`config.mk`:
```
export PLATFORM = sky130hd
export DESIGN_NAME = pipeline_set_arbiter_flat
export DESIGN_NICKNAME = d
export VERILOG_FILES = /design/src/rtl/pipeline_set_arbiter_if.sv /design/src/rtl/pipeline_set_arbiter.sv /design/src/flat_wrapper.sv
export SDC_FILE = /design/constraint.sdc
export NUM_CORES = 1
export LEC_CHECK = 0
export ABC_AREA = 1
export CAP_MARGIN = 30
export CORE_MARGIN = 2
export CORE_UTILIZATION = 37
export CTS_CLUSTER_DIAMETER = 40
export DETAILED_ROUTE_END_ITERATION = 6
export PLACE_DENSITY = 0.81
export SLEW_MARGIN = 0
export SYNTH_ARGS = -nofsm -noshare
export SYNTH_HDL_FRONTEND = slang
export SYNTH_SLANG_ARGS = --single-unit
```
`constraint.sdc`:
```
create_clock -name clk -period 1.7 [get_ports clk]
set_input_delay 0.34 -clock clk [delete_from_list [all_inputs] [get_ports clk]]
set_output_delay 0.34 -clock clk [all_outputs]
set_load 0.02 [all_outputs]
```
`src/rtl/pipeline_set_arbiter_if.sv`:
```
// Bus between the requesters and the pipeline set arbiter. The requester
// side (master) presents requests and preload images. The arbiter side
// (slave) returns ownership, completion and the chain preload strobe.
interface pipeline_set_arbiter_if #(
  parameter int BIT_WIDTH        = 10,
  parameter int NUMBER_OF_STAGES = 5,
  parameter int NUM_REQ          = 4
);
  logic [NUM_REQ-1:0]                            req;
  logic [NUM_REQ*BIT_WIDTH*NUMBER_OF_STAGES-1:0] req_data;
  logic [NUM_REQ-1:0]                            grant;
  logic [NUM_REQ-1:0]                            done;
  logic                                          set;
  logic [BIT_WIDTH*NUMBER_OF_STAGES-1:0]         set_data;
  logic                                          busy;

  modport master (
    output req, req_data,
    input  grant, done, set, set_data, busy
  );

  modport slave (
    input  req, req_data,
    output grant, done, set, set_data, busy
  );
endinterface

```
`src/rtl/pipeline_set_arbiter.sv`:
```
// Round-robin arbiter sharing one set-capable pipeline register chain.
// The winner's image is preloaded for one cycle, then everyone waits until
// that image has drained to the chain output, then done pulses to the owner.
module pipeline_set_arbiter #(
  parameter int BIT_WIDTH        = 10,
  parameter int NUMBER_OF_STAGES = 5,
  parameter int NUM_REQ          = 4,
  parameter int PTR_W            = 2
) (
  input  logic                    clk,
  input  logic                    reset_n,
  pipeline_set_arbiter_if.slave   bus
);

  localparam int IMG_W = BIT_WIDTH * NUMBER_OF_STAGES;
  localparam int CNT_W = (NUMBER_OF_STAGES > 1) ? $clog2(NUMBER_OF_STAGES) : 1;

  if (NUMBER_OF_STAGES < 1) begin : g_bad_stages
    $error("pipeline_set_arbiter: NUMBER_OF_STAGES must be >= 1");
  end
  if (NUM_REQ < 2) begin : g_bad_num_req
    $error("pipeline_set_arbiter: NUM_REQ must be >= 2");
  end
  if ((2 ** PTR_W) < NUM_REQ) begin : g_bad_ptr_w
    $error("pipeline_set_arbiter: PTR_W too narrow for NUM_REQ");
  end

  typedef enum logic [1:0] {
    IDLE,
    LOAD,
    DRAIN,
    DONE
  } state_t;

  state_t              state, state_nxt;
  logic [NUM_REQ-1:0]  grant_q, grant_nxt;
  logic [NUM_REQ-1:0]  done_q, done_nxt;
  logic                set_q, set_nxt;
  logic [IMG_W-1:0]    set_data_q, set_data_nxt;
  logic [PTR_W-1:0]    rr_ptr, rr_ptr_nxt;
  logic [PTR_W-1:0]    winner, winner_nxt;
  logic [CNT_W-1:0]    cnt, cnt_nxt;
  logic [PTR_W-1:0]    pick;
  logic [PTR_W-1:0]    idx;
  logic                found;

  // Round-robin search: first requester at or above rr_ptr, wrapping around.
  always_comb begin
    found = 1'b0;
    pick  = '0;
    idx   = '0;
    for (int i = 0; i < NUM_REQ; i++) begin
      idx = PTR_W'((int'(rr_ptr) + i) % NUM_REQ);
      if (!found && bus.req[idx]) begin
        found = 1'b1;
        pick  = idx;
      end
    end
  end

  // Next-state and next-output logic; the counter drains the image one stage per cycle.
  always_comb begin
    state_nxt    = state;
    grant_nxt    = grant_q;
    done_nxt     = '0;
    set_nxt      = 1'b0;
    set_data_nxt = set_data_q;
    rr_ptr_nxt   = rr_ptr;
    winner_nxt   = winner;
    cnt_nxt      = cnt;
    unique case (state)
      IDLE: begin
        if (found) begin
          state_nxt    = LOAD;
          winner_nxt   = pick;
          grant_nxt    = NUM_REQ'(1) << pick;
          set_nxt      = 1'b1;
          set_data_nxt = bus.req_data[int'(pick)*IMG_W +: IMG_W];
        end
      end
      LOAD: begin
        cnt_nxt = CNT_W'(NUMBER_OF_STAGES - 1);
        if (NUMBER_OF_STAGES == 1) begin
          state_nxt = DONE;
          done_nxt  = grant_q;
        end else begin
          state_nxt = DRAIN;
        end
      end
      DRAIN: begin
        cnt_nxt = cnt - CNT_W'(1);
        if (cnt == CNT_W'(1)) begin
          state_nxt = DONE;
          done_nxt  = grant_q;
        end
      end
      DONE: begin
        state_nxt    = IDLE;
        grant_nxt    = '0;
        set_data_nxt = '0;
        rr_ptr_nxt   = (int'(winner) == NUM_REQ - 1) ? '0 : winner + PTR_W'(1);
      end
      default: begin
        state_nxt = IDLE;
      end
    endcase
  end

  // State and output registers; reset aborts any operation without a done pulse.
  always_ff @(posedge clk or negedge reset_n) begin
    if (!reset_n) begin
      state      <= IDLE;
      grant_q    <= '0;
      done_q     <= '0;
      set_q      <= 1'b0;
      set_data_q <= '0;
      rr_ptr     <= '0;
      winner     <= '0;
      cnt        <= '0;
    end else begin
      state      <= state_nxt;
      grant_q    <= grant_nxt;
      done_q     <= done_nxt;
      set_q      <= set_nxt;
      set_data_q <= set_data_nxt;
      rr_ptr     <= rr_ptr_nxt;
      winner     <= winner_nxt;
      cnt        <= cnt_nxt;
    end
  end

  assign bus.grant    = grant_q;
  assign bus.done     = done_q;
  assign bus.set      = set_q;
  assign bus.set_data = set_data_q;
  assign bus.busy     = (state != IDLE);

endmodule

```
`src/flat_wrapper.sv`:
```
// flat-port wrapper written by rule: the top's interface ports become plain ports
module pipeline_set_arbiter_flat 
#(
  parameter int BIT_WIDTH        = 10,
  parameter int NUMBER_OF_STAGES = 5,
  parameter int NUM_REQ          = 4,
  parameter int PTR_W            = 2
)
  (clk, reset_n, bus_req, bus_req_data, bus_grant, bus_done, bus_set, bus_set_data, bus_busy);
  pipeline_set_arbiter_if #(.BIT_WIDTH(BIT_WIDTH), .NUMBER_OF_STAGES(NUMBER_OF_STAGES), .NUM_REQ(NUM_REQ)) bus_i ();
  input  logic clk;
  input  logic reset_n;
  input wire logic [$bits(bus_i.req)-1:0] bus_req;
  input wire logic [$bits(bus_i.req_data)-1:0] bus_req_data;
  output wire logic [$bits(bus_i.grant)-1:0] bus_grant;
  output wire logic [$bits(bus_i.done)-1:0] bus_done;
  output wire logic [$bits(bus_i.set)-1:0] bus_set;
  output wire logic [$bits(bus_i.set_data)-1:0] bus_set_data;
  output wire logic [$bits(bus_i.busy)-1:0] bus_busy;
  assign bus_i.req = bus_req;
  assign bus_i.req_data = bus_req_data;
  assign bus_grant = bus_i.grant;
  assign bus_done = bus_i.done;
  assign bus_set = bus_i.set;
  assign bus_set_data = bus_i.set_data;
  assign bus_busy = bus_i.busy;
  pipeline_set_arbiter #(.BIT_WIDTH(BIT_WIDTH), .NUMBER_OF_STAGES(NUMBER_OF_STAGES), .NUM_REQ(NUM_REQ), .PTR_W(PTR_W)) u_core (.clk(clk), .reset_n(reset_n), .bus(bus_i));
endmodule
```
==> results of run 1 <==
synth_stat cells, types with 3 or more instances:
library cell,instances
nand2_1,547
nand4_1,101
dfrtp_1,68
buf_2,51
inv_1,21
nand3_1,11
o21ai_0,10
buf_6,8
ha_1,7
nor2_1,6
inv_2,5
buf_1,4
o22ai_1,3
kinds of logic (layout without fill, tap and decap cells):
| group | after synthesis | in the layout |
|---|---|---|
| buffers and inverters | 91 | 395 |
| flip-flops | 68 | 68 |
| adder cells (fa/ha/maj) | 7 | 7 |
| AND/OR/NAND/NOR | 671 | 671 |
| AO/OA/AOI/OAI | 17 | 17 |
final cells by class:
type                       count  area, um^2
timing repair inverter         2        18.8
tap                          180         225
fill                        1053        3850
multi-input combinational    695        3520
clock inverter                 5        36.3
clock buffer                  11         253
inverter                      26         135
sequential                    68        1700
timing repair buffer         351        4030
worst max-delay path, delay by kind of cell, from the launching register on:
kind                   cells  cell delay [ns]
flip-flops                 1             0.46
AND/OR/NAND/NOR           13             1.02
buffers and inverters      3             0.52
final timing paths:
check | from | endpoint | slack [ns]
worst max-delay path | u_core.rr_ptr[1]$_DFFE_PN0P_ | u_core.bus.set_data[11]$_DFFE_PN0P_ | -0.41
worst min-delay path | reset_n | u_core.bus.set_data[35]$_DFFE_PN0P_ | 0.42
worst max register to register | u_core.rr_ptr[1]$_DFFE_PN0P_ | u_core.bus.set_data[11]$_DFFE_PN0P_ | -0.41
worst min register to register | u_core.bus.set_data[32]$_DFFE_PN0P_ | u_core.bus.set_data[32]$_DFFE_PN0P_ | 0.47
max in group asynchronous | reset_n | u_core.rr_ptr[1]$_DFFE_PN0P_ | 0.69
min in group clk | u_core.bus.set_data[32]$_DFFE_PN0P_ | u_core.bus.set_data[32]$_DFFE_PN0P_ | 0.47
report_power, final:
group	internal, mW	switching [mW]	leakage, nW	total (mW)
Clock	1.07	0.736	0.134	1.80
Combinational	9.34	11.8	4.09	21.1
Sequential	2.27	0.388	0.883	2.65
Total	12.7	12.9	5.11	25.6
timing repair:
action	CTS	global route
pin swaps	11	63
endpoints found under the setup margin	67	70
setup buffers	18	1
gates resized for setup	109	141
hold endpoints to repair	17	0
hold buffers	1	0
gates cloned	15	8
layer usage:
metal  vias to the layer above  GRT usage  share of wire
met1                      3269      0.350           0.39
met4                         0      0.125          0.032
met3                        67     0.0781          0.097
met5                         -          0              0
met2                       369      0.503           0.48
li1                       3346          -              -
registers in the layout (all words and copies together) (netlist names):
signal               flops
u_core.bus.set_data     50
u_core.bus.done          4
u_core.bus.grant         4
u_core.cnt               3
u_core.rr_ptr            2
u_core.state             2
u_core.winner            2
u_core.bus.set           1
through the flow:
stage          setup TNS (ns)  total power [mW]  utilization  setup slack [ns]  cell area (um^2)
2_1_floorplan           -2.09              12.3            -           -0.0452              5270
3_3_place_gp           -28.88              16.8        0.601            -0.544              8280
4_1_cts                -17.32              23.0        0.680            -0.368              9370
5_1_grt                -30.43              27.2        0.721            -0.580              9920
6_report               -21.58              25.6        0.721            -0.413              9920
3_5_place_dp           -30.45              17.0        0.601            -0.576              8280
==> run summary, run 1 <==
Most frequent CP cell: nand2_1
Worst slew pin tran: 0.291 ns
Vias in the first global route: 6577
Number of synthesized flops with an enable pin: 0
Remaining DRCs: 0
#FFs+latches synth: 68
RSZ-0062 raised after global routing: true
Slowest stage cell, crit path: dfrtp_2
Distinct cells, synth: 23
Xor and xnor fraction of the mapped netlist area: 0
CTS Buf Count: 9
Synth area leaders: nand2_1 (40%), dfrtp_1 (33%), nand4_1 (12%)
Pre-Repair DR Iteration Count: 5
Final HPWL from detailed placement: 14500 um
DR vias/cell: 5.27
Synth Net Count: 1067
Share of layout cells above drive strength 1: 0.222
Syn_area_per_cell: 6.06 um^2
Most common cell after layout, fill and taps aside: nand2_1
Initial antenna violation count: 0
Die area: 14900 um^2
Total Wirelength: 23900 um
Synth Warn #: 0
Post-synthesis cell count: 854
Setup violators final: 59
Maximum clock insertion buffer count: 2
Post-synthesis adder-cell area fraction: 0.0169
Nets: 1366
# port buffers: 265
Clock skew: 0.0128 ns
Mapped Area: 5170 um^2
Final Non-Filler Cells: 1338
Worst path cell trace: inv_2, nand2_1, nand2_1, nand2_1, nand2_1, nand2_2, nand3_4, nand3_4, buf_12, clkbuf_16, nand2_1, nand2_1, nand2_1, nand2_1, nand2_1, nand2_1
Worst min path class: input port to asynchronous set/reset pin
Hold Slack: 0.422 ns
CTS tree: yes
Max Slew Vio Count: 0
Worst Path Required: 1.92 ns
Final WS setup: -0.413 ns
Fraction of registers with async set/reset: 1.00
Most frequent cells in the layout: nand2_1 (421), clkdlybuf4s50_1 (246), nand2_2 (105)
Clock transition at path regs: 0.06 ns
Maximum vdd drop: 1350 uV
Status: finished with violations
Failing checks: setup timing
Root buf cell: clkbuf_16
Post-synthesis compound-gate area fraction: 0.0181
Post-DRT Antenna Nets: 0
Number of core rows: 43
Mux share of post-synthesis cell area: 0
Setup Crit Path Kind: register to register
Power per Cell Area: 2580 nW/um^2
Main flop type after synthesis: dfrtp_1
Worst Setup End Kind: register
Max FO, Critical Path: 7
Worst-skew pair later-pin latency: 0.34 ns
First-pass GRT wire length: 33900 um
CP arrival: 2.34 ns
Layout area overhead: 91.8%
Min Tclk post-route: 2.11 ns
Period Utilization, post-route: 1.24
Yosys top cell area share: 0.397
Num ports: 266
Max-Cap Viols: 0
Max incr delay on CP: 0.46 ns
Global placer's final weighted congestion: 0.874
FMAX: 473 MHz
Relative slew slack: 0.805
Total Routing Usage GR: 0.295
Worst r2r path cells: 16
Avg WL per Cell: 17.9 um
DP Cell Count: 1283
Die Wd: 122 um
Iter 0 DRT Violations: 478
LEAKAGE: 5.11 nW
Pin count of the biggest net entering global routing: 33
Via count: 7051
Diodes inserted: 0
Post-synthesis sequential area ratio: 0.329
Final Hold Fails: 0
Largest family of logic cells by synthesized area: simple AND/OR/NAND/NOR gates
Core Area: 13800 um^2
Clk sinks: 68
Setup crit start kind: register
Simple-Gate Fraction of Synth Area: 0.545
Die height: 122 um
Total grt overflow: 0
H-tree Lvls: 3
Largest area contributor in the netlist: nand2_1
Initial core utilization: 0.376
(Power assumes the default switching activity.)
==> run 2: changes to the inputs <==
==> constraint.sdc (replaced) <==
create_clock -name clk -period 1.7 [get_ports clk]
set_input_delay 0.34 -clock clk [delete_from_list [all_inputs] [get_ports clk]]
set_output_delay 0.34 -clock clk [all_outputs]
set_load 0.01 [all_outputs]
==> run 2 against run 1 <==
  * The flow still finishes with violations (setup timing)
  * Highest routed layer unchanged
  * Clock-buffer cell count shrank 2
  * Via count shrank 1.5%
  * Clock power grew 9%
  * Register-to-register slack lost 0.07 ns
  * Power shrank 10%
  * Die area is the same
  * Combinational power shrank 13%
  * Sequential share of layout area grew 0.83 points
  * Largest power group unchanged
  * Design area shrank 4.6%
==> run summary, run 2 (synthesized netlist as in run 1, its figures left out) <==
First-pass GRT wire length: 30200 um (was 33900 um)
# port buffers: 265 (unchanged)
H-tree Lvls: 3 (unchanged)
Hold Slack: 0.465 ns (was 0.422 ns)
Root buf cell: clkbuf_16 (unchanged)
Initial core utilization: 0.376 (unchanged)
LEAKAGE: 4.79 nW (was 5.11 nW)
Diodes inserted: 0 (unchanged)
Worst Setup End Kind: register (unchanged)
Part of the power in registers: 0.116 (was 0.104)
Final Util: 0.687 (was 0.721)
CTS tree: yes (unchanged)
Max FO, Critical Path: 7 (unchanged)
Num ports: 266 (unchanged)
Die area: 14900 um^2 (unchanged)
Failing checks: setup timing (unchanged)
Setup Crit Path Kind: register to register (unchanged)
Die Wd: 122 um (unchanged)
Power per Cell Area: 2430 nW/um^2 (was 2580 nW/um^2)
Final Hold Fails: 0 (unchanged)
DR vias/cell: 5.23 (was 5.27)
Clk sinks: 68 (unchanged)
Total Wirelength: 22900 um (was 23900 um)
Clk network pwr share: 0.085 (was 0.070)
Remaining DRCs: 0 (unchanged)
Total grt overflow: 0 (unchanged)
Pre-Repair DR Iteration Count: 7 (was 5)
Global placer's final weighted congestion: 0.892 (was 0.874)
Core Area: 13800 um^2 (unchanged)
Sw Share: 0.492 (was 0.504)
Worst Path Required: 1.92 ns (about the same)
Worst-skew pair later-pin latency: 0.33 ns (was 0.34 ns)
CP arrival: 2.40 ns (was 2.34 ns)
Vias in the first global route: 5996 (was 6577)
Comb power frac: 0.799 (was 0.826)
Nets: 1357 (was 1366)
CTS Buf Count: 9 (unchanged)
Maximum clock insertion buffer count: 2 (unchanged)
Avg WL per Cell: 17.3 um (was 17.9 um)
Final WS setup: -0.478 ns (was -0.413 ns)
Reg2reg setup slack: -0.48 ns (was -0.41 ns)
Setup crit start kind: register (unchanged)
Worst min path class: input port to asynchronous set/reset pin (unchanged)
Clock transition at path regs: 0.06 ns (about the same)
Setup violators final: 58 (was 59)
Status: finished with violations (unchanged)
Iter 0 DRT Violations: 544 (was 478)
Sum Neg Setup Slack: -23.07 ns (was -21.58 ns)
RSZ-0062 raised after global routing: true (unchanged)
Min Tclk post-route: 2.18 ns (was 2.11 ns)
Most frequent cells in the layout: nand2_1 (476), clkdlybuf4s50_1 (263), nand4_1 (101) (was nand2_1 (421), clkdlybuf4s50_1 (246), nand2_2 (105))
Worst r2r path cells: 16 (unchanged)
Initial antenna violation count: 0 (unchanged)
Maximum vdd drop: 1110 uV (was 1350 uV)
Via count: 6944 (was 7051)
Pin count of the biggest net entering global routing: 65 (was 33)
Max-Cap Viols: 0 (unchanged)
Relative slew slack: 0.748 (was 0.805)
Period Utilization, post-route: 1.28 (was 1.24)
Number of core rows: 43 (unchanged)
Layout area overhead: 83.0% (was 91.8%)
Largest register FFs: 50 (unchanged)
Placement Setup Slack: -0.621 ns (was -0.576 ns)
Post-DRT Antenna Nets: 0 (unchanged)
Worst slew pin tran: 0.378 ns (was 0.291 ns)
Psw: 11.3 mW (was 12.9 mW)
Die height: 122 um (unchanged)
Max Slew Vio Count: 0 (unchanged)
Int Pwr: 11.7 mW (was 12.7 mW)
Clock skew: 0.00862 ns (was 0.0128 ns)
Most common cell after layout, fill and taps aside: nand2_1 (unchanged)
Share of layout cells above drive strength 1: 0.165 (was 0.222)
FMAX: 459 MHz (was 473 MHz)
Final HPWL from detailed placement: 14500 um (about the same)
Total Routing Usage GR: 0.258 (was 0.295)
run 2: changes by cell type in the layout (fill, tap and decap cells not counted), sizes merged:
cell,previous run,this run
clkbuf,17,22
clkinv,4,5
clkdlybuf4s50,246,263
dlygate4sd2,7,0
clkinvlp,4,1
bufinv,0,2
buf,81,66
dlymetal6s2s,10,0
run 2: path summary, 6_finish.rpt:
| kind | start | end |
|---|---|---|
| worst max register to register | u_core.rr_ptr[0]$_DFFE_PN0P_ | u_core.bus.set_data[4]$_DFFE_PN0P_ |
| worst min-delay path | reset_n | u_core.cnt[1]$_DFFE_PN0P_ |
| min in group clk | u_core.bus.set_data[20]$_DFFE_PN0P_ | u_core.bus.set_data[20]$_DFFE_PN0P_ |
| worst min register to register | u_core.bus.set_data[20]$_DFFE_PN0P_ | u_core.bus.set_data[20]$_DFFE_PN0P_ |
| worst max-delay path | u_core.rr_ptr[0]$_DFFE_PN0P_ | u_core.bus.set_data[4]$_DFFE_PN0P_ |
| max in group asynchronous | reset_n | u_core.bus.set_data[7]$_DFFE_PN0P_ |
run 2: cell type report:
type	instances	area [um^2]
well taps	180	225
fillers	1144	4310
clock inverters	6	80.1
inverters	26	113
repair buffers	343	3790
multi-input cells	695	3320
flip-flops and latches	68	1700
repair inverters	1	7.51
clock buffers	9	225
run 2: what timing repair did:
item                                    CTS  global route
resized for setup                        24           113
cloned                                    1            18
buffers inserted                          1            12
pin swaps                                 2            50
endpoints found under the hold margin    23             0
hold buffers                              1             0
endpoints found under the setup margin   60            60
run 2: per-layer routing:
layer / share of wire / up-vias / global-route usage
li1: - / 3332 / -
met1: 0.39 / 3176 / 0.317
met2: 0.48 / 379 / 0.437
met5: 0 / - / 0
met4: 0.030 / 0 / 0.0970
met3: 0.095 / 57 / 0.0637
run 2: through the flow:
| step | instances | area, um^2 | total power, mW |
|---|---|---|---|
| 2_1_floorplan | 854 | 5270 | 11.9 |
| 3_3_place_gp | 1280 | 8260 | 16.4 |
| 3_5_place_dp | 1280 | 8260 | 16.6 |
| 4_1_cts | 1298 | 8670 | 19.1 |
| 5_1_grt | 1328 | 9470 | 24.6 |
| 6_report | 1328 | 9470 | 23.0 |
run 2: power by group through the flow:
| stage | Clock [mW] | Combinational [mW] | Sequential [mW] |
|---|---|---|---|
| floorplan | 0 | 9.12 | 2.80 |
| global placement | 0 | 13.7 | 2.67 |
| detailed placement | 0 | 13.9 | 2.67 |
| CTS | 1.99 | 14.4 | 2.68 |
| global route | 2.08 | 19.8 | 2.72 |
| finish | 1.96 | 18.3 | 2.66 |
run 2: worst max-delay path, cell delays in order (launching register included):
cell,delay (ns)
dfrtp_2,0.42
buf_12,0.15
inv_4,0.07
nand2_1,0.08
nand3_2,0.09
nand2_2,0.10
nor2_4,0.15
buf_6,0.11
nand3b_1,0.10
nand3_2,0.13
nand2_4,0.10
buf_6,0.16
clkbuf_16,0.16
nand2_1,0.06
nand2_1,0.06
nand2_1,0.06
nand2_1,0.05
